`src/rtl/ctrl_pkg.sv`:
```
// Shared decode constants for the instruction controller: opcodes, output
// encodings, the decoded-control bundle and the bench clock half-period.
package ctrl_pkg;

  localparam int PERIOD_HALF = 5;

  localparam logic [6:0] OPC_LUI    = 7'b0110111;
  localparam logic [6:0] OPC_AUIPC  = 7'b0010111;
  localparam logic [6:0] OPC_JAL    = 7'b1101111;
  localparam logic [6:0] OPC_JALR   = 7'b1100111;
  localparam logic [6:0] OPC_BRANCH = 7'b1100011;
  localparam logic [6:0] OPC_LOAD   = 7'b0000011;
  localparam logic [6:0] OPC_STORE  = 7'b0100011;
  localparam logic [6:0] OPC_OP_IMM = 7'b0010011;
  localparam logic [6:0] OPC_OP     = 7'b0110011;

  localparam logic [6:0] F7_BASE = 7'b0000000;
  localparam logic [6:0] F7_ALT  = 7'b0100000;
  localparam logic [6:0] F7_MEXT = 7'b0000001;

  localparam logic [2:0] IMM_I = 3'b000;
  localparam logic [2:0] IMM_S = 3'b001;
  localparam logic [2:0] IMM_B = 3'b010;
  localparam logic [2:0] IMM_U = 3'b011;
  localparam logic [2:0] IMM_J = 3'b100;

  localparam logic [2:0] ALU_ADD   = 3'b000;
  localparam logic [2:0] ALU_SUB   = 3'b001;
  localparam logic [2:0] ALU_SHIFT = 3'b010;
  localparam logic [2:0] ALU_CMP   = 3'b011;
  localparam logic [2:0] ALU_XOR   = 3'b100;
  localparam logic [2:0] ALU_OR    = 3'b101;
  localparam logic [2:0] ALU_AND   = 3'b110;

  localparam logic [2:0] BR_NONE = 3'b000;
  localparam logic [2:0] BR_BEQ  = 3'b001;
  localparam logic [2:0] BR_BNE  = 3'b010;
  localparam logic [2:0] BR_BLT  = 3'b011;
  localparam logic [2:0] BR_BGE  = 3'b100;
  localparam logic [2:0] BR_BLTU = 3'b101;
  localparam logic [2:0] BR_BGEU = 3'b110;

  localparam logic [1:0] OPA_RS1  = 2'b00;
  localparam logic [1:0] OPA_PC   = 2'b01;
  localparam logic [1:0] OPB_RS2  = 2'b00;
  localparam logic [1:0] OPB_IMM  = 2'b01;
  localparam logic [1:0] OPB_FOUR = 2'b10;

  localparam logic [1:0] RES_ALU  = 2'b00;
  localparam logic [1:0] RES_CMP  = 2'b01;
  localparam logic [1:0] RES_UIMM = 2'b10;

  typedef struct packed {
    logic [1:0] size;
    logic       reg_wr_en;
    logic       wb;
    logic       jump;
    logic       load_sign;
    logic       store_en;
    logic [2:0] imm;
    logic [2:0] alu_op;
    logic [2:0] branch;
    logic [1:0] opa;
    logic [1:0] opb;
    logic [1:0] result;
    logic       sign;
    logic       shift_dir;
    logic       addr;
    logic       m_ext;
  } ctrl_out_t;

endpackage

```
`src/rtl/ctrl_decoder.sv`:
```
// Purely combinational instruction decode; any illegal combination yields an
// all-zero (NOP) control bundle.
module ctrl_decoder
  import ctrl_pkg::*;
(
  input  logic [6:0] opcode,
  input  logic [2:0] funct_3,
  input  logic [6:0] funct_7,
  output ctrl_out_t  dec
);

  logic       is_op;
  logic       alt;
  logic       alu_legal;
  logic [2:0] alu_op;
  logic       alu_sign;
  logic       alu_dir;
  logic [1:0] alu_res;

  assign is_op = (opcode == OPC_OP);
  assign alt   = (funct_7 == F7_ALT);

  // ALU field decode shared by OP and OP-IMM; funct7 only matters for OP or shifts
  always_comb begin
    alu_legal = 1'b1;
    alu_op    = ALU_ADD;
    alu_sign  = 1'b0;
    alu_dir   = 1'b0;
    alu_res   = RES_ALU;
    case (funct_3)
      3'b000: alu_op = (is_op && alt) ? ALU_SUB : ALU_ADD;
      3'b001: begin
        alu_op    = ALU_SHIFT;
        alu_legal = (funct_7 == F7_BASE);
      end
      3'b010: begin
        alu_op    = ALU_CMP;
        alu_sign  = 1'b1;
        alu_res   = RES_CMP;
        alu_legal = !(is_op && alt);
      end
      3'b011: begin
        alu_op    = ALU_CMP;
        alu_res   = RES_CMP;
        alu_legal = !(is_op && alt);
      end
      3'b100: begin
        alu_op    = ALU_XOR;
        alu_legal = !(is_op && alt);
      end
      3'b101: begin
        alu_op    = ALU_SHIFT;
        alu_dir   = 1'b1;
        alu_sign  = alt;
        alu_legal = (funct_7 == F7_BASE) || alt;
      end
      3'b110: begin
        alu_op    = ALU_OR;
        alu_legal = !(is_op && alt);
      end
      default: begin
        alu_op    = ALU_AND;
        alu_legal = !(is_op && alt);
      end
    endcase
  end

  always_comb begin
    dec = '0;
    case (opcode)
      OPC_LUI: begin
        dec.reg_wr_en = 1'b1;
        dec.imm       = IMM_U;
        dec.result    = RES_UIMM;
      end
      OPC_AUIPC: begin
        dec.reg_wr_en = 1'b1;
        dec.imm       = IMM_U;
        dec.opa       = OPA_PC;
        dec.opb       = OPB_IMM;
      end
      OPC_JAL: begin
        dec.reg_wr_en = 1'b1;
        dec.jump      = 1'b1;
        dec.imm       = IMM_J;
        dec.opa       = OPA_PC;
        dec.opb       = OPB_FOUR;
      end
      OPC_JALR: begin
        if (funct_3 == 3'b000) begin
          dec.reg_wr_en = 1'b1;
          dec.jump      = 1'b1;
          dec.imm       = IMM_I;
          dec.opa       = OPA_PC;
          dec.opb       = OPB_FOUR;
          dec.addr      = 1'b1;
        end
      end
      OPC_BRANCH: begin
        if (funct_3[2:1] != 2'b01) begin
          dec.imm    = IMM_B;
          dec.alu_op = ALU_CMP;
          dec.sign   = (funct_3[2:1] == 2'b10);
          case (funct_3)
            3'b000:  dec.branch = BR_BEQ;
            3'b001:  dec.branch = BR_BNE;
            3'b100:  dec.branch = BR_BLT;
            3'b101:  dec.branch = BR_BGE;
            3'b110:  dec.branch = BR_BLTU;
            default: dec.branch = BR_BGEU;
          endcase
        end
      end
      OPC_LOAD: begin
        if (funct_3[1:0] != 2'b11 && !(funct_3[2] && funct_3[1])) begin
          dec.reg_wr_en = 1'b1;
          dec.wb        = 1'b1;
          dec.imm       = IMM_I;
          dec.opb       = OPB_IMM;
          dec.size      = funct_3[1:0];
          dec.load_sign = !funct_3[2];
        end
      end
      OPC_STORE: begin
        if (funct_3 <= 3'b010) begin
          dec.store_en = 1'b1;
          dec.imm      = IMM_S;
          dec.opb      = OPB_IMM;
          dec.size     = funct_3[1:0];
        end
      end
      OPC_OP_IMM: begin
        if (alu_legal) begin
          dec.reg_wr_en = 1'b1;
          dec.imm       = IMM_I;
          dec.opb       = OPB_IMM;
          dec.alu_op    = alu_op;
          dec.sign      = alu_sign;
          dec.shift_dir = alu_dir;
          dec.result    = alu_res;
        end
      end
      OPC_OP: begin
        if (funct_7 == F7_MEXT) begin
          dec.reg_wr_en = 1'b1;
          dec.m_ext     = 1'b1;
        end else if ((funct_7 == F7_BASE || alt) && alu_legal) begin
          dec.reg_wr_en = 1'b1;
          dec.opb       = OPB_RS2;
          dec.alu_op    = alu_op;
          dec.sign      = alu_sign;
          dec.shift_dir = alu_dir;
          dec.result    = alu_res;
        end
      end
      default: dec = '0;
    endcase
  end

endmodule

```
`src/rtl/ctrl.sv`:
```
// Instruction controller top: registers the decoded control bundle so every
// output appears one cycle after its instruction fields are sampled.
module ctrl
  import ctrl_pkg::*;
(
  input  logic       ip_clk,
  input  logic       ip_rst,
  input  logic [6:0] ip_opcode,
  input  logic [2:0] ip_funct_3,
  input  logic [6:0] ip_funct_7,
  output logic [1:0] op_load_store_bit_ctrl,
  output logic       op_reg_wr_en,
  output logic       op_wb_ctrl,
  output logic       op_jump_ctrl,
  output logic       op_load_sign_ctrl,
  output logic       op_store_en,
  output logic [2:0] op_imm_ext_ctrl,
  output logic [2:0] op_ALU_operation_ctrl,
  output logic [2:0] op_ALU_branch_ctrl,
  output logic [1:0] op_ALU_operand_a_ctrl,
  output logic [1:0] op_ALU_operand_b_ctrl,
  output logic [1:0] op_ALU_result_ctrl,
  output logic       op_ALU_sign_ctrl,
  output logic       op_ALU_shift_direction_ctrl,
  output logic       op_ALU_addr_ctrl,
  output logic       op_m_ext_wb_ctrl
);

  ctrl_out_t dec;
  ctrl_out_t q;

  ctrl_decoder u_decoder (
    .opcode  (ip_opcode),
    .funct_3 (ip_funct_3),
    .funct_7 (ip_funct_7),
    .dec     (dec)
  );

  always_ff @(posedge ip_clk or posedge ip_rst) begin
    if (ip_rst) q <= '0;
    else        q <= dec;
  end

  assign op_load_store_bit_ctrl      = q.size;
  assign op_reg_wr_en                = q.reg_wr_en;
  assign op_wb_ctrl                  = q.wb;
  assign op_jump_ctrl                = q.jump;
  assign op_load_sign_ctrl           = q.load_sign;
  assign op_store_en                 = q.store_en;
  assign op_imm_ext_ctrl             = q.imm;
  assign op_ALU_operation_ctrl       = q.alu_op;
  assign op_ALU_branch_ctrl          = q.branch;
  assign op_ALU_operand_a_ctrl       = q.opa;
  assign op_ALU_operand_b_ctrl       = q.opb;
  assign op_ALU_result_ctrl          = q.result;
  assign op_ALU_sign_ctrl            = q.sign;
  assign op_ALU_shift_direction_ctrl = q.shift_dir;
  assign op_ALU_addr_ctrl            = q.addr;
  assign op_m_ext_wb_ctrl            = q.m_ext;

endmodule

```
`config.mk`:
```
export PLATFORM = sky130hd
export DESIGN_NAME = ctrl
export DESIGN_NICKNAME = d
export VERILOG_FILES = /design/src/rtl/ctrl_pkg.sv /design/src/rtl/ctrl_decoder.sv /design/src/rtl/ctrl.sv
export SDC_FILE = /design/constraint.sdc
export NUM_CORES = 1
export LEC_CHECK = 0
export CORE_ASPECT_RATIO = 1.4
export CORE_MARGIN = 5
export CORE_UTILIZATION = 42
export DETAILED_ROUTE_END_ITERATION = 6
export GPL_ROUTABILITY_DRIVEN = 0
export HOLD_SLACK_MARGIN = 0.12
export PLACE_DENSITY = 0.87
export SLEW_MARGIN = 10
export SYNTH_ARGS = -nofsm -noshare
export SYNTH_HDL_FRONTEND = slang
export SYNTH_SLANG_ARGS = --single-unit
export TNS_END_PERCENT = 50
```
`constraint.sdc`:
```
create_clock -name ip_clk -period 0.95 [get_ports ip_clk]
set_clock_uncertainty 0.15 [all_clocks]
set_input_delay 0.1425 -clock ip_clk [delete_from_list [all_inputs] [get_ports ip_clk]]
set_output_delay 0.1425 -clock ip_clk [all_outputs]
set_load 0.02 [all_outputs]
```
==> qor.yml <==
run_status: "finished with violations"
violations: "hold timing, setup timing"
die_height_um: 71.7
detail_route.wirelength_um: 3760
die_area_mm2: 0.00387
detail-route-antenna-nets: 0
filler_cell_count_in_the_final_layout: 151
detail_route.vias_per_cell: 5.55
ys_warn_count: 0
placeableCoreArea_mm2: 0.00262
synth_async_sr_flop_share_pct: 100
port_buffers: 43
cts_htree_levels: 1
cts_buffers: 3
grt_pass1_vias: 1261
core.rowCount: 22
holdCritPathClass: "primary input to async pin"
globalRoute.totalOverflow: 0
place_ws_ns: -1.08
dieWidth_um: 54.1
rsz0062_at_grt: "yes"
synth_cells: 109
initialDrtViolationCount: 63
most-common-layout-cells: "buf_4, buf_6, dfrtp_1"
syn_avg_cell_area_um2: 10.5
count_of_pins_on_the_block_boundary: 45
route.vias.total: 1222
worst_ir_drop_vdd_v: 0.000820
drv_cap: 0
timing.final.ws_setup_ns: -0.423
synth_enable_flop_cells: 0
final_report_max_slew_violation_count: 0
final-hold-violation-count: 26
mappedNetlistNets: 128
timing.critical_path.arrival_ns: 1.45
finalSetupViolCount: 46
flop_and_latch_count_out_of_synthesis: 25
initial_utilization_pct: 43.6
mappedNetlistArea_mm2: 0.00114
final.period_utilization_pct: 145
drt_first_pass_iters: 4
setup.worst_path.class: "primary input to register"
clockRootBuffer: "clkbuf_4"
fmax_mhz: 728
grt_overall_usage_pct: 20.5
drc: 0
grt_pass1_wl_um: 5890
route.detailed.wl_per_inst_um: 17.1
dp_hpwl_um: 2470
critPathLaunchType: "primary input"
ys_dominant_reg_cell: "dfrtp_1"
area_overhead_vs_synth_pct: 77.5
tritoncts_clock_tree: "done"
antenna_found_initial: 0
layout.nets: 204
clk_path_buf_depth: 2
worst-endpoint-required_ns: 1.03
synthDistinctLibCells: 38
power_density_relative_to_cell_area_mw_per_mm2: 949
clock_sinks: 25
cp-end-kind: "register"
insertedDiodeCount: 0
path_max_fanout: 4
layout_commonest_cell: "buf_4"
min_period_ns: 1.37
grt_start_max_net_pins: 26
ys_seq_area_share_pct: 54.8
report.power.total_w: 0.00192
worst_hold_slack_ns: -0.0112
post_route_cells_drive_above_1_share_pct: 57.1
clk_transition_reported_paths_ns: 0.12
p_leak_nw: 0.988
critical path: stages:
cell and delay, ns:
buf_6 0.09, or4_4 0.58, nor3_4 0.19, buf_6 0.15, a22oi_2 0.05, o32ai_2 0.24
report_power, final:
group	internal, W	switching (W)	total [W]
logic	0.000184	0.000214	0.000398
registers	0.00107	0.00000251	0.00107
clock network	0.000164	0.000288	0.000452
worst paths after layout:
check,end,cells after the start,slack (ns),startpoint
worst min-delay path,op_ALU_operation_ctrl[1],3,-0.01,ip_rst
worst max-delay path,op_ALU_sign_ctrl,6,-0.42,ip_funct_7[6]
min in group ip_clk,op_ALU_branch_ctrl[2],3,-0.01,ip_funct_3[1]
max in group asynchronous,op_ALU_addr_ctrl,3,0.52,ip_rst
stage by stage:
stage | cells | instance area, µm² | TNS, ns | hold slack, ns | utilization, %
after floorplan | 109 | 1190 | -5.49 | 0.0198 | -
after global routing | 220 | 2030 | -9.16 | 0.00764 | 77.5
final | 220 | 2030 | -7.87 | -0.0112 | 77.5
after detailed placement | 211 | 1850 | -25.75 | 0.338 | 70.8
after global placement | 211 | 1850 | -24.63 | 0.328 | 70.8
after CTS | 219 | 1980 | -9.51 | -0.00790 | 75.6
synthesized netlist by cell type, drive strengths merged (2+ instances only):
cell type / n / area (µm²)
a211oi: 2 / 15.0
nand3: 3 / 15.0
nor3: 7 / 46.3
o211ai: 2 / 15.0
or3: 3 / 18.8
inv: 8 / 30.0
dfrtp: 25 / 626
nor2: 9 / 33.8
clkbuf: 2 / 7.51
buf: 2 / 12.5
nor2b: 4 / 25.0
a22oi: 2 / 20.0
o31ai: 2 / 33.8
nand2: 7 / 26.3
a21oi: 5 / 25.0
and3: 3 / 18.8
nand2b: 2 / 12.5
nor4: 2 / 12.5
o21ai: 5 / 25.0
layout make-up:
type                            instances  area, µm²  share of cell area [%]
Tap cell                               36       45.0                    2.22
Multi-Input combinational cell         72        632                    31.2
Sequential cell                        25        626                    30.9
Timing Repair Buffer                   75        667                    32.9
Inverter                                8       30.0                    1.48
Clock buffer                            4       26.3                    1.30
cell families after synthesis:
group                  Yosys count  synth area share (%)
and+or+nand+nor                 47                  23.6
DFF                             25                  54.8
AOI/OAI and AO/OA               24                  16.9
buffers and inverters           12                  4.39
other                            1                 0.329
state kept, by name (all words and copies together), names as in the netlist:
| signal | count |
|---|---|
| op_reg_wr_en | 1 |
| op_store_en | 1 |
| op_ALU_result_ctrl | 2 |
| op_ALU_sign_ctrl | 1 |
| op_wb_ctrl | 1 |
| op_ALU_operand_a_ctrl | 1 |
| op_ALU_shift_direction_ctrl | 1 |
| op_load_sign_ctrl | 1 |
| op_ALU_operation_ctrl | 3 |
| op_jump_ctrl | 1 |
| op_imm_ext_ctrl | 3 |
| op_ALU_branch_ctrl | 3 |
| op_ALU_operand_b_ctrl | 2 |
| op_ALU_addr_ctrl | 1 |
| op_m_ext_wb_ctrl | 1 |
| op_load_store_bit_ctrl | 2 |
timing repair:
item,CTS,global route
pin swaps,13,12
buffers inserted,4,1
endpoints found under the setup margin,50,50
hold endpoints to repair,25,39
gates cloned,0,0
gates resized for setup,187,42
layer usage:
| metal | track usage (%) | wire length [µm] |
|---|---|---|
| met5 | 0 | 0 |
| met4 | 13.3 | 270 |
| met3 | 2.91 | 249 |
| met2 | 34.5 | 1940 |
| met1 | 23.2 | 1300 |
No activity file was read; power rests on OpenSTA's default activity.
